--- src/rtl/unified_mem_arbiter_pkg.sv ---
// Shared definitions for the unified instruction/data memory arbiter.
// Contents:
//   D_WIDTH  - default address/data width.
//   CNT_W    - width of the latency and starvation counters.
//   state_t  - access sequencer states.
//             ST_IDLE=0, ST_ISSUE=1, ST_WAIT=2, ST_DONE=3.
//   owner_t  - which port owns the current access.
//             OWN_IF=0, OWN_MEM=1.
package unified_mem_arbiter_pkg;

    localparam int D_WIDTH = 32;
    localparam int CNT_W   = 4;

    typedef enum logic [1:0] {
        ST_IDLE  = 2'd0,
        ST_ISSUE = 2'd1,
        ST_WAIT  = 2'd2,
        ST_DONE  = 2'd3
    } state_t;

    typedef enum logic {
        OWN_IF  = 1'b0,
        OWN_MEM = 1'b1
    } owner_t;

endpackage

--- src/rtl/unified_mem_arbiter_pick.sv ---
// mem_arb_pick: combinational winner select for the unified memory arbiter.
// MEM has fixed priority over IF. When UNIFIED_MEM_STARVE_GUARD_EN is
// defined, a waiting fetch wins once the starvation count has reached
// STARVE_MAX. Without the macro there is no count input and strict MEM
// priority applies.
// Ports:
//   if_req       in   fetch request
//   mem_req      in   load/store request
//   starve_cnt   in   consecutive MEM grants while IF waited (guard only)
//   grant_valid  out  some request is present
//   grant_owner  out  winning port
module mem_arb_pick
    import unified_mem_arbiter_pkg::*;
`ifdef UNIFIED_MEM_STARVE_GUARD_EN
#(
    parameter logic [CNT_W-1:0] STARVE_MAX = 4'd4
)
`endif
(
    input  logic             if_req,
    input  logic             mem_req,
`ifdef UNIFIED_MEM_STARVE_GUARD_EN
    input  logic [CNT_W-1:0] starve_cnt,
`endif
    output logic             grant_valid,
    output owner_t           grant_owner
);

    // Winner select: MEM first, except when the guard hands a turn to IF.
    always_comb begin
        grant_valid = if_req | mem_req;
        grant_owner = OWN_IF;
        if (mem_req) begin
`ifdef UNIFIED_MEM_STARVE_GUARD_EN
            if (if_req && (starve_cnt == STARVE_MAX)) begin
                grant_owner = OWN_IF;
            end else begin
                grant_owner = OWN_MEM;
            end
`else
            grant_owner = OWN_MEM;
`endif
        end else begin
            grant_owner = OWN_IF;
        end
    end

endmodule

--- src/rtl/unified_mem_arbiter.sv ---
// unified_mem_arbiter: shares one single-ported instruction/data RAM between
// the IF-stage fetch port and the MEM-stage load/store port. Each access runs
// IDLE -> ISSUE -> WAIT (MEM_LAT cycles) -> DONE, then the owner gets a
// one-cycle valid pulse. Read data is held per port until that port's next read.
// Optional feature macro: UNIFIED_MEM_STARVE_GUARD_EN (fetch starvation guard).
// Ports:
//   clk, rst_n                   clock; asynchronous reset, active-high
//   i_IfReq/i_IfAddr             fetch request and address
//   o_IfValid/o_IfRData          fetch valid pulse and instruction
//   i_MemReq/i_MemWE             load/store request, 1 = store
//   i_MemAddr/i_MemWData         data address and store data
//   o_MemValid/o_MemRData        load/store completion pulse and load data
//   o_StallIF/o_StallMEM         hold requests to hazard_unit
//   o_RamEn/o_RamWE              RAM strobe and write enable
//   o_RamAddr/o_RamWData         RAM address and write data
//   i_RamRData                   RAM read data
module unified_mem_arbiter
    import unified_mem_arbiter_pkg::*;
#(
    parameter int D_WIDTH = unified_mem_arbiter_pkg::D_WIDTH,
`ifdef UNIFIED_MEM_STARVE_GUARD_EN
    parameter logic [CNT_W-1:0] STARVE_MAX = 4'd4,
`endif
    parameter int MEM_LAT = 2
)
(
    input  logic               clk,
    input  logic               rst_n,
    input  logic               i_IfReq,
    input  logic [D_WIDTH-1:0] i_IfAddr,
    output logic               o_IfValid,
    output logic [D_WIDTH-1:0] o_IfRData,
    input  logic               i_MemReq,
    input  logic               i_MemWE,
    input  logic [D_WIDTH-1:0] i_MemAddr,
    input  logic [D_WIDTH-1:0] i_MemWData,
    output logic               o_MemValid,
    output logic [D_WIDTH-1:0] o_MemRData,
    output logic               o_StallIF,
    output logic               o_StallMEM,
    output logic               o_RamEn,
    output logic               o_RamWE,
    output logic [D_WIDTH-1:0] o_RamAddr,
    output logic [D_WIDTH-1:0] o_RamWData,
    input  logic [D_WIDTH-1:0] i_RamRData
);

    localparam logic [CNT_W-1:0] LAT = MEM_LAT[CNT_W-1:0];

    state_t             state_r;
    state_t             state_s;
    owner_t             owner_r;
    logic [CNT_W-1:0]   cnt_r;
    logic [D_WIDTH-1:0] addr_r;
    logic               we_r;
    logic [D_WIDTH-1:0] wdata_r;
    logic [D_WIDTH-1:0] if_rdata_r;
    logic [D_WIDTH-1:0] mem_rdata_r;
    logic               grant_valid_s;
    owner_t             grant_owner_s;
    logic               arb_s;
    logic               sample_s;

    // Arbitration happens only in IDLE; the winner is latched for the access.
    assign arb_s    = (state_r == ST_IDLE) && grant_valid_s;
    // The RAM data is valid in the last WAIT cycle.
    assign sample_s = (state_r == ST_WAIT) && (cnt_r <= 4'd1);

`ifdef UNIFIED_MEM_STARVE_GUARD_EN
    logic [CNT_W-1:0] starve_r;

    mem_arb_pick #(.STARVE_MAX(STARVE_MAX)) u_pick (
        .if_req      (i_IfReq),
        .mem_req     (i_MemReq),
        .starve_cnt  (starve_r),
        .grant_valid (grant_valid_s),
        .grant_owner (grant_owner_s)
    );

    // Starvation count: MEM grants made while a fetch was waiting, saturating.
    always_ff @(posedge clk or posedge rst_n) begin
        if (rst_n) begin
            starve_r <= 4'd0;
        end else if (arb_s) begin
            if (grant_owner_s == OWN_IF) begin
                starve_r <= 4'd0;
            end else if (i_IfReq && (starve_r != 4'hF)) begin
                starve_r <= starve_r + 4'd1;
            end else begin
                starve_r <= starve_r;
            end
        end else begin
            starve_r <= starve_r;
        end
    end
`else
    mem_arb_pick u_pick (
        .if_req      (i_IfReq),
        .mem_req     (i_MemReq),
        .grant_valid (grant_valid_s),
        .grant_owner (grant_owner_s)
    );
`endif

    // Sequencer state register.
    always_ff @(posedge clk or posedge rst_n) begin
        if (rst_n) begin
            state_r <= ST_IDLE;
        end else begin
            state_r <= state_s;
        end
    end

    // Sequencer next-state logic.
    always_comb begin
        state_s = state_r;
        case (state_r)
            ST_IDLE: begin
                if (grant_valid_s) begin
                    state_s = ST_ISSUE;
                end else begin
                    state_s = ST_IDLE;
                end
            end
            ST_ISSUE: state_s = ST_WAIT;
            ST_WAIT: begin
                if (cnt_r <= 4'd1) begin
                    state_s = ST_DONE;
                end else begin
                    state_s = ST_WAIT;
                end
            end
            ST_DONE: state_s = ST_IDLE;
            default: state_s = ST_IDLE;
        endcase
    end

    // Latch the winning request; the RAM is driven from these during ISSUE.
    always_ff @(posedge clk or posedge rst_n) begin
        if (rst_n) begin
            owner_r <= OWN_IF;
            addr_r  <= {D_WIDTH{1'b0}};
            we_r    <= 1'b0;
            wdata_r <= {D_WIDTH{1'b0}};
        end else if (arb_s) begin
            owner_r <= grant_owner_s;
            if (grant_owner_s == OWN_MEM) begin
                addr_r  <= i_MemAddr;
                we_r    <= i_MemWE;
                wdata_r <= i_MemWData;
            end else begin
                addr_r  <= i_IfAddr;
                we_r    <= 1'b0;
                wdata_r <= {D_WIDTH{1'b0}};
            end
        end else begin
            owner_r <= owner_r;
            addr_r  <= addr_r;
            we_r    <= we_r;
            wdata_r <= wdata_r;
        end
    end

    // Latency counter: loaded in ISSUE, counts down through WAIT.
    always_ff @(posedge clk or posedge rst_n) begin
        if (rst_n) begin
            cnt_r <= 4'd0;
        end else if (state_r == ST_ISSUE) begin
            cnt_r <= LAT;
        end else if ((state_r == ST_WAIT) && (cnt_r != 4'd0)) begin
            cnt_r <= cnt_r - 4'd1;
        end else begin
            cnt_r <= cnt_r;
        end
    end

    // Per-port read data; stores leave both registers untouched.
    always_ff @(posedge clk or posedge rst_n) begin
        if (rst_n) begin
            if_rdata_r  <= {D_WIDTH{1'b0}};
            mem_rdata_r <= {D_WIDTH{1'b0}};
        end else if (sample_s && !we_r) begin
            if (owner_r == OWN_MEM) begin
                mem_rdata_r <= i_RamRData;
            end else begin
                if_rdata_r  <= i_RamRData;
            end
        end else begin
            if_rdata_r  <= if_rdata_r;
            mem_rdata_r <= mem_rdata_r;
        end
    end

    // RAM buses are driven only during ISSUE so they read as zero otherwise.
    assign o_RamEn    = (state_r == ST_ISSUE);
    assign o_RamWE    = o_RamEn & we_r;
    assign o_RamAddr  = o_RamEn ? addr_r  : {D_WIDTH{1'b0}};
    assign o_RamWData = o_RamEn ? wdata_r : {D_WIDTH{1'b0}};

    assign o_IfValid  = (state_r == ST_DONE) && (owner_r == OWN_IF);
    assign o_MemValid = (state_r == ST_DONE) && (owner_r == OWN_MEM);
    assign o_IfRData  = if_rdata_r;
    assign o_MemRData = mem_rdata_r;

    assign o_StallIF  = i_IfReq  & ~o_IfValid;
    assign o_StallMEM = i_MemReq & ~o_MemValid;

endmodule

--- config.mk ---
export PLATFORM = sky130hd
export DESIGN_NAME = unified_mem_arbiter
export DESIGN_NICKNAME = d
export VERILOG_FILES = /design/src/rtl/unified_mem_arbiter_pkg.sv /design/src/rtl/unified_mem_arbiter_pick.sv /design/src/rtl/unified_mem_arbiter.sv
export SDC_FILE = /design/constraint.sdc
export NUM_CORES = 1
export LEC_CHECK = 0
export CORE_UTILIZATION = 35
export CTS_BUF_LIST = sky130_fd_sc_hd__clkbuf_4 sky130_fd_sc_hd__clkbuf_8
export DETAILED_ROUTE_END_ITERATION = 6
export PLACE_DENSITY = 0.74
export SKIP_LAST_GASP = 1
export SLEW_MARGIN = 20
export SYNTH_ARGS = -nofsm -noshare
export SYNTH_HDL_FRONTEND = slang
export SYNTH_SLANG_ARGS = --single-unit
--- constraint.sdc ---
create_clock -name clk -period 5.2 [get_ports clk]
set_input_delay 1.04 -clock clk [delete_from_list [all_inputs] [get_ports clk]]
set_output_delay 1.04 -clock clk [all_outputs]
set_load 0.01 [all_outputs]
* Yosys cells after proc, flatten, opt, wreduce, memory -nomap -nowiden
Cells that the tools add are included.
Storage, ports and cells: register bits 136, input port bits 133
Operators by class: add/subtract/negate cells 1, magnitude comparators 1, equality and inequality tests 3, multiplexer cells 11, bitwise logic cells 7, reduce and logical (&&, ||, !) cells 12
Operators by type and width (number):
- $mux 32 | 4
- $mux 4 | 2
- $pmux 2 s4 | 1
- $logic_and 1x1->1 | 6
- $eq 2x2->1 const B | 2
- $le 4x1->1 const B | 1
- $mux 1 | 4
- $reduce_and 2->1 | 2
- $reduce_bool 4->1 | 1
- $sub 4x1->4 const B | 1
- $and 1x1->1 | 3
- $not 1->1 | 3
- $eq 2x1->1 const B | 1
- $logic_not 2->1 | 1
- $reduce_bool 2->1 | 1
- $logic_not 1->1 | 1
- $or 1x1->1 | 1

* Logic depth before layout (Yosys ltp)
Gate-level depths: netlist (run 1).
depth in word-level cells 4, mapped depth 8

* Hierarchy
A second synthesis (run 1) with hierarchy kept.
Second synthesis, totals: cells, all modules 541, area, all modules 6055.8 um^2
By module, submodules not included:
- unified_mem_arbiter | times used 1, cells an instance 539, area an instance 6042.0 um^2
- mem_arb_pick | times used 1, cells an instance 2, area an instance 13.8 um^2

* Worst setup path before layout (run 1)
No wires, ideal clock.
path kind in2out, start input port i_MemReq, end output port o_StallMEM, arrival time 1.754 ns, required time 4.160 ns, slack 2.406 ns, stages 3, cell sequence buf_2 clkbuf_1 nor2b_1
On the way: word-level cells in the longest chain between the ends 1
Ends and longest elaborated chain:
- start: declaration | RTL line unified_mem_arbiter.sv:33 | input logic i_MemReq,
- $and 1x1->1 | RTL line unified_mem_arbiter.sv:206 | assign o_StallMEM = i_MemReq & ~o_MemValid;
- end: declaration | RTL line unified_mem_arbiter.sv:40 | output logic o_StallMEM,
No other way between the ends.

* Worst setup path after layout (run 1)
start register state_r[1], end output port o_RamAddr[28]
On the way: word-level cells in the longest chain between the ends 2
Ends and longest elaborated chain:
- start: declaration | RTL line unified_mem_arbiter.sv:50 | state_t state_r;
- start signal: assignment | RTL line unified_mem_arbiter.sv:110 | state_r <= state_s;
- $eq 2x1->1 | RTL line unified_mem_arbiter.sv:195 | assign o_RamEn = (state_r == ST_ISSUE);
- $mux 32 | RTL line unified_mem_arbiter.sv:197 | assign o_RamAddr = o_RamEn ? addr_r : {D_WIDTH{1'b0}};
- end: declaration | RTL line unified_mem_arbiter.sv:43 | output logic [D_WIDTH-1:0] o_RamAddr,
No other way between the ends.

==> run_results.csv, run 1 <==
group,metric,value,unit
run_status,status,"finished clean",
detailed_routing,wl_per_cell,15.1,µm
finish,area_growth_syn_to_layout,54.2,%
sta,skew,0.00810,ns
sta,setup_tns,0,ns
logic_synthesis,yosys.area_share.xor_xnor,0,%
cts,cts_root_buf,"clkbuf_8",
pwr,powerDensity,524,nW/µm²
sta,rsz0062_at_grt,"no",
run,maxCapViolations,0,
logic_synthesis,syn_avg_cell_area,11.2,µm²
worst_setup_path,cp-startpoint,"state_r[1]",
global_route,antenna_found_initial,0,
place,dp_hpwl,11100,µm
detailed_routing,dr.pass1.iters,4,
cts,cts_hold_buf,0,
logic_synthesis,synth_area,6050,µm²
global_route,grtUsageTotal,18.2,%
finish,drive_gt1_share,13.8,%
cts,cts_setup_buffers,0,
detailed_routing,viasPerCell,4.63,
place,place_area,8910,µm²
cts,cts_repair_resize_count,0,
logic_synthesis,synthAdderAreaFrac,1.65,%
detailed_routing,wl,15600,µm
pwr,p_leak,4.13,nW
global_route,grt_max_degree,67,
logic_synthesis,synth.area.mux_share,17.5,%
cts,cts_buffers,17,
global_route,use_met2,29.6,%
finish,layout_common_cells,"clkdlybuf4s50_1 (265), dfrtp_1 (136), nand2_1 (103), and2_1 (66), mux2_2 (63)",
worst_setup_path,cp-end-kind,"output port",
worst_setup_path,cp-start-kind,"flop",
sta,setup_viol,0,
global_route,grt_pass1_vias,4785,
worst_setup_path,cp_slowest_cell,"ha_2",
sta,fmax,264,MHz
pwr,max-vdd-ir-drop,0.252,mV
cts,clock_sinks,136,
cts,cts_tree,"done",
place,numPortBuffers,266,
die,ios,267,
logic_synthesis,synthCells,539,
sta,slew_violations,0,
logic_synthesis,synth-simple-area-share,17.6,%
global_route,met3_usage,5.67,%
detailed_routing,drc,0,
sta,hold_viol,0,
sta,relSlewSlack,32.3,%
die,die_area,17800,µm²
die,rows,47,
die,die_w,134,µm
finish,layout.cells.most_common,"clkdlybuf4s50_1",
cts,cts_buffer_depth,2,
detailed_routing,via_count,4767,
worst_setup_path,path_class,"reg2out",
finish,num-nets-final,938,
worst_setup_path,regToRegSetupSlack,3.23,ns
sta,period_minus_slack,3.79,ns
worst_setup_path,critPathMaxStageDelay,0.67,ns
place,dp.cells,998,
logic_synthesis,synth_cell_types,28,
global_route,grt-ovfl-total,0,
worst_setup_path,cp_max_fo,41,
logic_synthesis,synth_top_family_by_area,"simple AND/OR/NAND/NOR gates",
finish,stdcell_count,1030,
worst_setup_path,critPathArrivalTime,2.75,ns
logic_synthesis,syn_nets,680,
worst_setup_path,crit_end,"o_RamAddr[28]",
cts,htreeDepth,4,
finish,stdcell_area,9330,µm²
sta,min_period_over_period,72.8,%
logic_synthesis,ys_warn_count,0,
die,fp.dieH,134,µm
worst_setup_path,r2r_start,"cnt_r[0]",
place,gp_congestion,0.727,
logic_synthesis,synth_compound_area_share,3.89,%
sta,hold_ws,0.466,ns
worst_setup_path,worstRegToRegCells,6,
sta,tightest_slew,1.01,ns
worst_setup_path,r2r-end,"o_MemRData[11]",
global_route,busiest_layer,"met2",
cts,insertion_delay,0.43,ns
logic_synthesis,synth-seq-cells,136,
worst_hold_path,worstHoldPathType,"reg2reg",
die,core,16800,µm²
global_route,met1_usage,23.2,%
pwr,finalPower,4.89,mW
detailed_routing,drtAntennaViolNets,0,
global_route,grt_pass1_wl,25100,µm
worst_setup_path,path_cells,"inv_1 -> ha_2 -> buf_4 -> and2_1 -> clkdlybuf4s50_1",
logic_synthesis,synth.yosys.seq_area_share,56.2,%
cts,clk_pin_slew,0.08,ns
die,start_util,36.1,%
detailed_routing,drtIter0Drc,106,
finish,diodes,0,
worst_setup_path,critPathRequiredTime,4.16,ns
-- final cells by class --
type	instances	area, µm²
inverters	6	27.5
clock inverters	14	184
fillers	1518	7430
clock buffers	18	241
well taps	220	275
repair buffers	275	2730
multi-input cells	361	2470
flip-flops and latches	136	3400
-- synth_stat cells --
cell type        count  area [µm²]
o21a_1               1        7.51
mux2_2              63         709
buf_2               13        65.1
a2111oi_4            1        27.5
a31o_1               1        8.76
a32o_1               1        10.0
nor2_1               4        15.0
dfrtp_1            136        3400
o21ai_0             33         165
nand3b_1             1        7.51
or4b_4               1        13.8
clkbuf_1            19        71.3
nor3b_1              1        7.51
buf_6                1        11.3
nand2_1            103         387
mux2_1               2        22.5
nand3_1             34         170
inv_1                6        22.5
buf_1                2        7.51
nand4b_2             1        15.0
mux2i_1             33         330
ha_1                 8         100
o21ai_2              1        8.76
nor2_4               1        11.3
clkdlybuf4s18_1      1        10.0
a21boi_0             1        7.51
and2_1              66         413
nor2b_1              4        25.0
-- registers in the layout, indices dropped and copies added, names as in the netlist --
signal	flops
addr_r	32
o_IfRData	32
cnt_r	4
state_r	2
we_r	1
owner_r	1
wdata_r	32
o_MemRData	32
-- how the worst min path moves through the flow --
| stage | from | end | slack, ns | depth (start not counted) |
|---|---|---|---|---|
| finish | wdata_r[12] | wdata_r[12] | 0.47 | 2 |
| global route | addr_r[20] | addr_r[20] | 0.49 | 2 |
| CTS | wdata_r[4] | wdata_r[4] | 0.47 | 2 |
| detailed placement | wdata_r[12] | wdata_r[12] | 0.45 | 2 |
| global placement | wdata_r[0] | wdata_r[0] | 0.44 | 2 |
| floorplan | wdata_r[0] | wdata_r[0] | 0.43 | 2 |
-- logic make-up (layout without fill, tap and decap cells) --
logic type / Yosys count / in the layout
adder cells (fa/ha/maj): 8 / 8
multiplexers: 98 / 98
buffers and inverters: 42 / 313
AO/OA/AOI/OAI: 39 / 39
AND/OR/NAND/NOR: 216 / 216
flip-flops: 136 / 136
-- power by group --
part | switching (mW) | leakage, nW | internal (mW) | total, mW
registers | 0.274 | 1.65 | 1.59 | 1.87
clock network | 0.442 | 0.220 | 0.494 | 0.936
logic | 0.916 | 2.27 | 1.18 | 2.09
total | 1.63 | 4.13 | 3.26 | 4.89
-- metal layers --
metal | routed length, µm | vias up
met5 | 0 | -
met4 | 214 | 0
met3 | 1260 | 19
met2 | 7230 | 205
met1 | 6880 | 2236
li1 | - | 2307
-- critical path: cells and delay by family (launching register included) --
| family | cells | cell delay, ns |
|---|---|---|
| buf+inv | 3 | 1.04 |
| fa+ha+maj | 1 | 0.67 |
| simple gates | 1 | 0.19 |
| flops | 1 | 0.41 |
-- stage by stage --
| stage | worst slack (ns) | utilization [%] |
|---|---|---|
| 6_report | 1.41 | 55.7 |
| 4_1_cts | 1.35 | 55.7 |
| 3_5_place_dp | 1.84 | 53.1 |
| 3_3_place_gp | 1.85 | 53.1 |
| 5_1_grt | 1.17 | 55.7 |
| 2_1_floorplan | 0.521 | - |
Note: power is estimated with default switching activity, not from simulation.
==> inputs of run 2 (changes only) <==
clock period = 3.8 ns   (was 5.2 ns; I/O delays follow)
==> run 2 against run 1 <==
  * Power grew 34%
  * Critical path depth is the same
  * Via count down 0.88%
  * Design area shrank 0.27%
  * Clock power increased by 22%
  * Setup slack lost 0.74 ns
  * Sequential power grew 36%
  * Core utilization is 0.15 points lower
  * Largest power group unchanged
  * Non-clock buffer count is the same
  * Combinational power is 38% higher
  * First-iteration DRC count decreased by 0.94%
==> run_results.csv, run 2 (synthesis gave the netlist of run 1 again) <==
group,metric,value,unit
run_status,status,"finished clean",
global_route,grt-ovfl-total,0,
sta,hold_ws,0.460,ns
cts,cts_setup_buffers,0,
detailed_routing,viasPerCell,4.59,
cts,cts_buffer_depth,2,
pwr,p_switching,2.23,mW
sta,skew,0.0106,ns
worst_setup_path,critPathArrivalTime,2.37,ns
cts,htreeDepth,4,
finish,stdcell_area,9310,µm²
die,fp.dieH,134,µm
global_route,grtUsageTotal,18.4,%
sta,rsz0062_at_grt,"no",
pwr,powerDensity,707,nW/µm²
sta,fmax,320,MHz
pwr,combPwrFrac,44.0,%
finish,diodes,0,
finish,num-nets-final,938,
sta,slew_violations,0,
cts,insertion_delay,0.43,ns
run,maxCapViolations,0,
sta,hold_viol,0,
detailed_routing,drtAntennaViolNets,0,
finish,layout.cells.most_common,"clkdlybuf4s50_1",
die,core,16800,µm²
worst_setup_path,cp.buffers_inverters,3,
cts,cts_root_buf,"clkbuf_8",
pwr,p_int,4.35,mW
sta,period_minus_slack,3.13,ns
die,rows,47,
finish,fin_util,55.5,%
cts,cts_tree,"done",
sta,tightest_slew,0.663,ns
die,die_area,17800,µm²
worst_hold_path,whs_path_depth,2,
finish,area_growth_syn_to_layout,53.7,%
pwr,pwr-share-seq,38.7,%
global_route,grt_pass1_wl,25300,µm
pwr,switching_share,33.9,%
worst_hold_path,min-delay-start,"wdata_r[14]",
worst_setup_path,path_cells,"inv_1 -> ha_2 -> buf_4 -> and2_1 -> clkdlybuf4s50_1",
global_route,grt_pass1_vias,4759,
cts,clk_pin_slew,0.08,ns
die,ios,267,
worst_hold_path,hold_end,"wdata_r[14]",
detailed_routing,dr.pass1.iters,4,
worst_setup_path,path_class,"reg2out",
detailed_routing,wl,15600,µm
finish,layout_common_cells,"clkdlybuf4s50_1 (265), dfrtp_1 (136), nand2_1 (103), and2_1 (66), mux2_2 (63)",
worst_setup_path,critPathRequiredTime,3.04,ns
worst_setup_path,cp_slowest_cell,"clkdlybuf4s50_1",
cts,cts_buffers,17,
pwr,clkPwrFrac,17.3,%
pwr,p_leak,4.10,nW
finish,fill_cells,1517,
worst_setup_path,regToRegSetupSlack,1.83,ns
cts,cts_hold_buf,0,
sta,relSlewSlack,55.8,%
cts,clock_sinks,136,
global_route,grt_max_degree,99,
detailed_routing,wl_per_cell,15.2,µm
place,numPortBuffers,266,
place,gp_congestion,0.777,
cts,cts_repair_resize_count,0,
detailed_routing,drtIter0Drc,105,
worst_setup_path,r2r_start,"cnt_r[0]",
global_route,antenna_found_initial,0,
worst_setup_path,path_delay_family,"buffers and inverters",
worst_setup_path,r2r-end,"o_IfRData[2]",
worst_setup_path,cp_max_fo,36,
worst_setup_path,cp-end-kind,"output port",
sta,setup_tns,0,ns
die,start_util,36.1,%
die,die_w,134,µm
worst_setup_path,critPathMaxStageDelay,0.54,ns
place,dp_hpwl,11000,µm
worst_setup_path,worstRegToRegCells,6,
place,place_area,8930,µm²
detailed_routing,via_count,4725,
worst_hold_path,worstHoldPathType,"reg2reg",
place,dp.cells,998,
sta,setup_viol,0,
worst_setup_path,cp-start-kind,"flop",
detailed_routing,drc,0,
finish,stdcell_count,1030,
finish,drive_gt1_share,13.8,%
pwr,max-vdd-ir-drop,0.342,mV
sta,min_period_over_period,82.3,%
finish,multi_input_area,2470,µm²
finish,seqCellArea,3400,µm²
[run 2: cell count changes in the layout (fill, tap and decap cells not counted), sizes merged]
cell,change
inv,-5
clkinvlp,+5
clkbuf,+1
bufinv,-2
clkinv,+1
[run 2: area by class of cell]
cell class	count	area share [%]
inverter	6	0.282
sequential	136	36.6
clock inverter	13	1.30
clock buffer	19	2.74
tap	220	2.96
multi-input combinational	361	26.6
timing repair buffer	275	29.6
[run 2: power groups by stage]
stage	sequential [mW]	clock, mW	combinational, mW
3_3_place_gp	2.55	0	2.89
2_1_floorplan	2.67	0	1.32
5_1_grt	2.64	1.25	3.18
3_5_place_dp	2.58	0	2.94
4_1_cts	2.56	1.18	2.94
6_report	2.55	1.14	2.89
[run 2: tightest hold or removal path, cell delays in order (launching register included)]
cell and delay (ns):
dfrtp_1 0.34, nand2_1 0.05, nand2_1 0.05
[run 2: through the flow]
step	power, mW	setup slack [ns]
after floorplan	4.00	1.35
after global placement	5.44	0.931
after detailed placement	5.52	0.983
after CTS	6.69	0.608
after global routing	7.06	0.520
final	6.58	0.674
[run 2: worst max-delay path by stage]
stage               startpoint        endpoint  slack [ns]  cells past startpoint
floorplan                rst_n       addr_r[0]        1.35                      1
global placement       i_IfReq       o_StallIF        0.93                      3
detailed placement     i_IfReq       o_StallIF        0.98                      3
CTS                 state_r[1]  o_RamWData[13]        0.61                      5
global route        state_r[1]  o_RamWData[13]        0.52                      5
finish              state_r[1]  o_RamWData[13]        0.67                      5
[run 2: per-layer routing]
layer | global-route usage [%] | part of all wire (%) | vias up
met2 | 30.6 | 47 | 197
met4 | 6.31 | 1.3 | 0
met3 | 6.51 | 8.6 | 14
met1 | 22.1 | 43 | 2205
met5 | 0 | 0 | -
li1 | - | - | 2309
